--- config.mk ---
export PLATFORM = sky130hd
export DESIGN_NAME = itu656_encoder
export DESIGN_NICKNAME = d
export VERILOG_FILES = /design/src/rtl/itu656_encoder.sv
export SDC_FILE = /design/constraint.sdc
export NUM_CORES = 1
export LEC_CHECK = 0
export ABC_AREA = 1
export ABC_CLOCK_PERIOD_IN_PS = 2000
export CAP_MARGIN = 20
export CORE_MARGIN = 1.5
export CORE_UTILIZATION = 35
export DETAILED_ROUTE_END_ITERATION = 12
export PLACE_DENSITY = 0.54
export SLEW_MARGIN = 25
export SYNTH_ARGS = -nofsm -noshare
export SYNTH_HDL_FRONTEND = slang
export SYNTH_SLANG_ARGS = --single-unit
--- constraint.sdc ---
create_clock -name iCLK_27 -period 2 [get_ports iCLK_27]
set_input_delay 0.2 -clock iCLK_27 [delete_from_list [all_inputs] [get_ports iCLK_27]]
set_output_delay 0.2 -clock iCLK_27 [all_outputs]
set_load 0.03 [all_outputs]
--- src/rtl/itu656_encoder.sv ---
// BT.656 525/60 byte-stream generator and timing master; pixels are requested two bytes ahead of use.
// Registered outputs; no backpressure: a pixel not supplied in time is blanked and flagged as underrun.
module itu656_encoder #(
  parameter int H_ACTIVE = 720,
  parameter int H_BLANK  = 268,
  parameter int V_TOTAL  = 525
) (
  input  logic        iCLK_27,
  input  logic        iRST_N,
  input  logic [15:0] iYC,
  input  logic        iYC_VALID,
  output logic        oREQ,
  output logic [9:0]  oREQ_X,
  output logic [8:0]  oREQ_Y,
  output logic        oFIELD,
  output logic [7:0]  oTD_DATA,
  output logic        oHBLANK,
  output logic        oVBLANK,
  output logic        oUNDERRUN
);

  localparam int LINE_LEN = 8 + H_BLANK + 2 * H_ACTIVE;
  localparam int BW       = $clog2(LINE_LEN);

  localparam logic [BW-1:0] B_BLK     = BW'(4);
  localparam logic [BW-1:0] B_SAV     = BW'(4 + H_BLANK);
  localparam logic [BW-1:0] B_REQ0    = BW'(6 + H_BLANK);
  localparam logic [BW-1:0] B_ACT     = BW'(8 + H_BLANK);
  localparam logic [BW-1:0] B_REQ_END = BW'(6 + H_BLANK + 2 * H_ACTIVE);
  localparam logic [BW-1:0] B_LAST    = BW'(LINE_LEN - 1);
  localparam logic [9:0]    L_LAST    = 10'(V_TOTAL);

  // b/l address the byte that the next clock edge puts on oTD_DATA
  logic [BW-1:0] b;
  logic [9:0]    l;
  logic          f, v, in_eav, in_sav, in_act, req_now, c_slot, act_odd;
  logic [1:0]    sav_idx;
  logic [7:0]    y_hold, next_byte;

  function automatic logic [7:0] xy(input logic fb, input logic vb, input logic hb);
    return {1'b1, fb, vb, hb, vb ^ hb, fb ^ hb, fb ^ vb, fb ^ vb ^ hb};
  endfunction

  function automatic logic [7:0] clip(input logic [7:0] d);
    return (d == 8'h00) ? 8'h01 : (d == 8'hFF) ? 8'hFE : d;
  endfunction

  function automatic logic [7:0] tcode(input logic [1:0] idx, input logic [7:0] code);
    case (idx)
      2'd0:    return 8'hFF;
      2'd3:    return code;
      default: return 8'h00;
    endcase
  endfunction

  always_comb begin
    f       = (l <= 10'd3) || (l >= 10'd266);
    v       = (l <= 10'd19) || ((l >= 10'd264) && (l <= 10'd282));
    in_eav  = b < B_BLK;
    in_sav  = (b >= B_SAV) && (b < B_ACT);
    in_act  = b >= B_ACT;
    sav_idx = 2'(b - B_SAV);
    act_odd = b[0] ^ B_ACT[0];
    c_slot  = in_act && !act_odd;
    req_now = !v && (b >= B_REQ0) && (b < B_REQ_END) && (b[0] == B_REQ0[0]);

    next_byte = b[0] ? 8'h10 : 8'h80;
    if (in_eav)
      next_byte = tcode(b[1:0], xy(f, v, 1'b1));
    else if (in_sav)
      next_byte = tcode(sav_idx, xy(f, v, 1'b0));
    else if (in_act && !v)
      next_byte = c_slot ? (iYC_VALID ? clip(iYC[7:0]) : 8'h80) : y_hold;
    else if (in_act)
      next_byte = act_odd ? 8'h10 : 8'h80;
  end

  always_ff @(posedge iCLK_27) begin
    if (!iRST_N) begin
      b         <= '0;
      l         <= 10'd1;
      oTD_DATA  <= 8'h80;
      oREQ      <= 1'b0;
      oREQ_X    <= '0;
      oREQ_Y    <= '0;
      oFIELD    <= 1'b0;
      oHBLANK   <= 1'b1;
      oVBLANK   <= 1'b1;
      oUNDERRUN <= 1'b0;
      y_hold    <= 8'h10;
    end else begin
      oTD_DATA <= next_byte;
      oFIELD   <= f;
      oVBLANK  <= v;
      oHBLANK  <= !in_act;
      oREQ     <= req_now;
      if (req_now) begin
        oREQ_X <= 10'((b - B_REQ0) >> 1);
        oREQ_Y <= f ? 9'(l - 10'd283) : 9'(l - 10'd20);
      end
      // iYC is sampled on the edge that emits the chroma byte; luma follows one byte later
      if (c_slot && !v) begin
        y_hold <= iYC_VALID ? clip(iYC[15:8]) : 8'h10;
        if (!iYC_VALID)
          oUNDERRUN <= 1'b1;
      end
      if (b == B_LAST) begin
        b <= '0;
        l <= (l == L_LAST) ? 10'd1 : l + 10'd1;
      end else begin
        b <= b + BW'(1);
      end
    end
  end

endmodule

==> impl_metrics.yaml <==
status:
  status: "finished, final reports clean"
global_route:
  grt_pass1_wl_um: 15960
  grt_pass1_vias: 3354
  grt_max_degree: 27
  grtUsageTotal_pct: 18.16
  gr-total-overflow: 0
  antenna_found_initial: 0
critical_path:
  critPathLaunchType: "register"
  cp.required_ns: 2.23
  crit_type: "register to register"
  cp_data_arrival_time_ns: 2.08
  crit_fanout: 10
  endpoint_kind: "register"
clock_network:
  clkSlewWorstSetupHoldPaths_ns: 0.07
  clkSinkCount: 61
  htreeDepth: 3
  root_buffer: "clkbuf_8"
  postCtsHoldBufs: 0
  insertion_delay_ns: 0.35
  numCtsBuffers: 9
  cts_tree: "yes"
  cts.path.max_buffers: 2
route:
  via_per_inst: 4.809
  drtPass1Iterations: 5
  drt_iter0_drc: 191
  post_drt_wl_per_cell_um: 12.94
  postRouteAntennaNets: 0
  vias: 3467
  remaining_drc_errors: 0
  routed_wl_um: 9333
timing:
  worst_slew_pin_slew_ns: 0.3322
  fin_crit_ns: 1.842
  slew_viol_final: 0
  finClkSkew_ns: 0.01182
  setup_viol: 0
  slew-limit-headroom_pct: 77.78
  fmax_mhz: 542.9
  finalSetupTns_ns: 0
  finalHoldViolCount: 0
  setup_ws_ns: 0.1580
  fin_crit_sh_pct: 92.10
logic_synthesis:
  synth_commonest_cells: "nand2_1 (108), dfxtp_1 (61), inv_1 (49), nor2_1 (49), a21oi_1 (42)"
  synth-seq-area-share_pct: 34.51
  yosysTopAreaCell: "dfxtp_1"
  synth.area.top_cells: "dfxtp_1 (35%), nand2_1 (11%), a21oi_1 (5.9%)"
  synth_nets: 537
  synth_flop_cell: "dfxtp_1"
  post-synth-top-count-cell: "nand2_1"
  synth_cells: 505
  syn_area_um2: 3538
  ys_ff_latch: 61
  ys_types: 42
  yosys_warnings: 0
  synth_edf_count: 0
  async_flop_share_pct: 0
  synth_top_area_share_pct: 34.51
  avgSynthCellArea_um2: 7.007
floorplan:
  start_util_pct: 36.20
  ios: 51
  dieArea_um2: 10720
  fp.coreArea_um2: 9774
  die_w_um: 103.5
  rows: 36
  die_y_um: 103.5
finish:
  final-instance-count-excl-fill: 721
  fin_util_pct: 47.52
  area_delta_synth_final_pct: 31.26
  nNetsFinal: 615
  n_antenna_cell: 0
  drive_gt1_share_pct: 19.05
  fillers: 997
  stdcell_area_um2: 4644
placement:
  post-place-ws_ns: 0.02975
  place_hpwl_um: 7036
  portBuffers: 50
  gp_congestion: 0.9042
  place_area_um2: 4315
  dp.cells: 699
pwr:
  p_per_area_nw_per_um2: 575.7
  p_leak_uw: 0.001947
  vdd_ir_drop_max_uv: 372.0
hold_path:
  holdCritPathClass: "register to register"
flow_run:
  maxCapViolations: 0
-- layout by cell type (no fill, tap or decap), drive strengths merged --
cell	Yosys	final
o32ai	1	1
clkinv	2	4
xor2	11	11
bufinv	0	1
nand4	9	9
a21oi	46	46
inv	62	62
dfxtp	61	61
clkbuf	3	12
ha	13	13
nor3	10	10
o21ai	50	50
nand2	120	121
o211ai	5	5
o21a	1	1
a31oi	2	2
o22ai	1	1
nor3b	3	3
buf	11	30
nand3	26	26
a211oi	5	5
clkdlybuf4s50	0	50
nor4	3	3
clkinvlp	0	1
xnor2	1	1
nor2	59	59
-- registers in the layout (all words and copies together), names as in the netlist --
signal     cells
oUNDERRUN      1
oTD_DATA       8
oREQ_X        10
y_hold         8
l             10
oHBLANK        1
oFIELD         1
oVBLANK        1
oREQ_Y         9
oREQ           1
b             11
-- metrics by stage --
| step | power [µW] | hold WS (ns) |
|---|---|---|
| floorplan | 1447 | 0.3594 |
| global placement | 1595 | 0.4505 |
| detailed placement | 1593 | 0.4555 |
| CTS | 2713 | 0.4686 |
| global route | 2798 | 0.4871 |
| finish | 2674 | 0.4649 |
-- what timing repair did --
action | 4_1_cts | 5_1_grt
buffers inserted | 0 | 5
setup endpoints to repair | 0 | 39
resized for setup | 0 | 33
-- critical path, cell delays in order (launching register included) --
cell	delay (ns)
dfxtp_4	0.37
inv_4	0.09
ha_4	0.15
nand2_1	0.06
a21oi_2	0.11
nand2_1	0.05
nand2_1	0.07
nand2_2	0.09
nand2_4	0.08
buf_4	0.14
nand2_4	0.09
nor2_8	0.18
inv_4	0.09
nor2_1	0.12
a211oi_2	0.04
-- cells by family (layout without fill, tap and decap cells) --
group	after synthesis	count (layout)	synth area share [%]
AOI/OAI and AO/OA	111	111	17.36
xor gates and xnor gates	12	12	2.970
adders and majority gates	13	13	4.597
buffers and inverters	78	160	9.618
DFF	61	61	34.51
and+or+nand+nor	230	231	30.94
-- metal layers --
metal	track usage, %	wire [µm]	up-vias	share of wire (%)
met3	3.839	455	12	4.9
li1	-	-	1816	-
met1	24.70	4590	1550	49
met5	0	0	-	0
met4	5.754	139	0	1.5
met2	28.76	4148	89	44
-- path summary, 6_finish.rpt --
path              startpoint  slack [ns]  cells past startpoint   endpoint
setup / recovery        l[2]        0.16                     14  y_hold[0]
hold / removal     y_hold[3]        0.46                      2  y_hold[3]
setup reg to reg        l[2]        0.16                     14  y_hold[0]
hold reg to reg    y_hold[3]        0.46                      2  y_hold[3]
-- layout make-up --
class / instances / area [µm²] / share of cell area (%)
Inverter: 64 / 265.3 / 5.711
Tap cell: 133 / 166.4 / 3.583
Sequential cell: 61 / 1231 / 26.51
Multi-Input combinational cell: 367 / 2051 / 44.15
Clock inverter: 4 / 47.55 / 1.024
Clock buffer: 12 / 145.1 / 3.125
Timing Repair Buffer: 80 / 738.2 / 15.89
-- report_power, final --
part	total, µW	internal [µW]	switching, µW
logic	320	133	187
registers	1240	1240	7.04
clock network	1110	606	504
No activity file was read; power rests on OpenSTA's default activity.
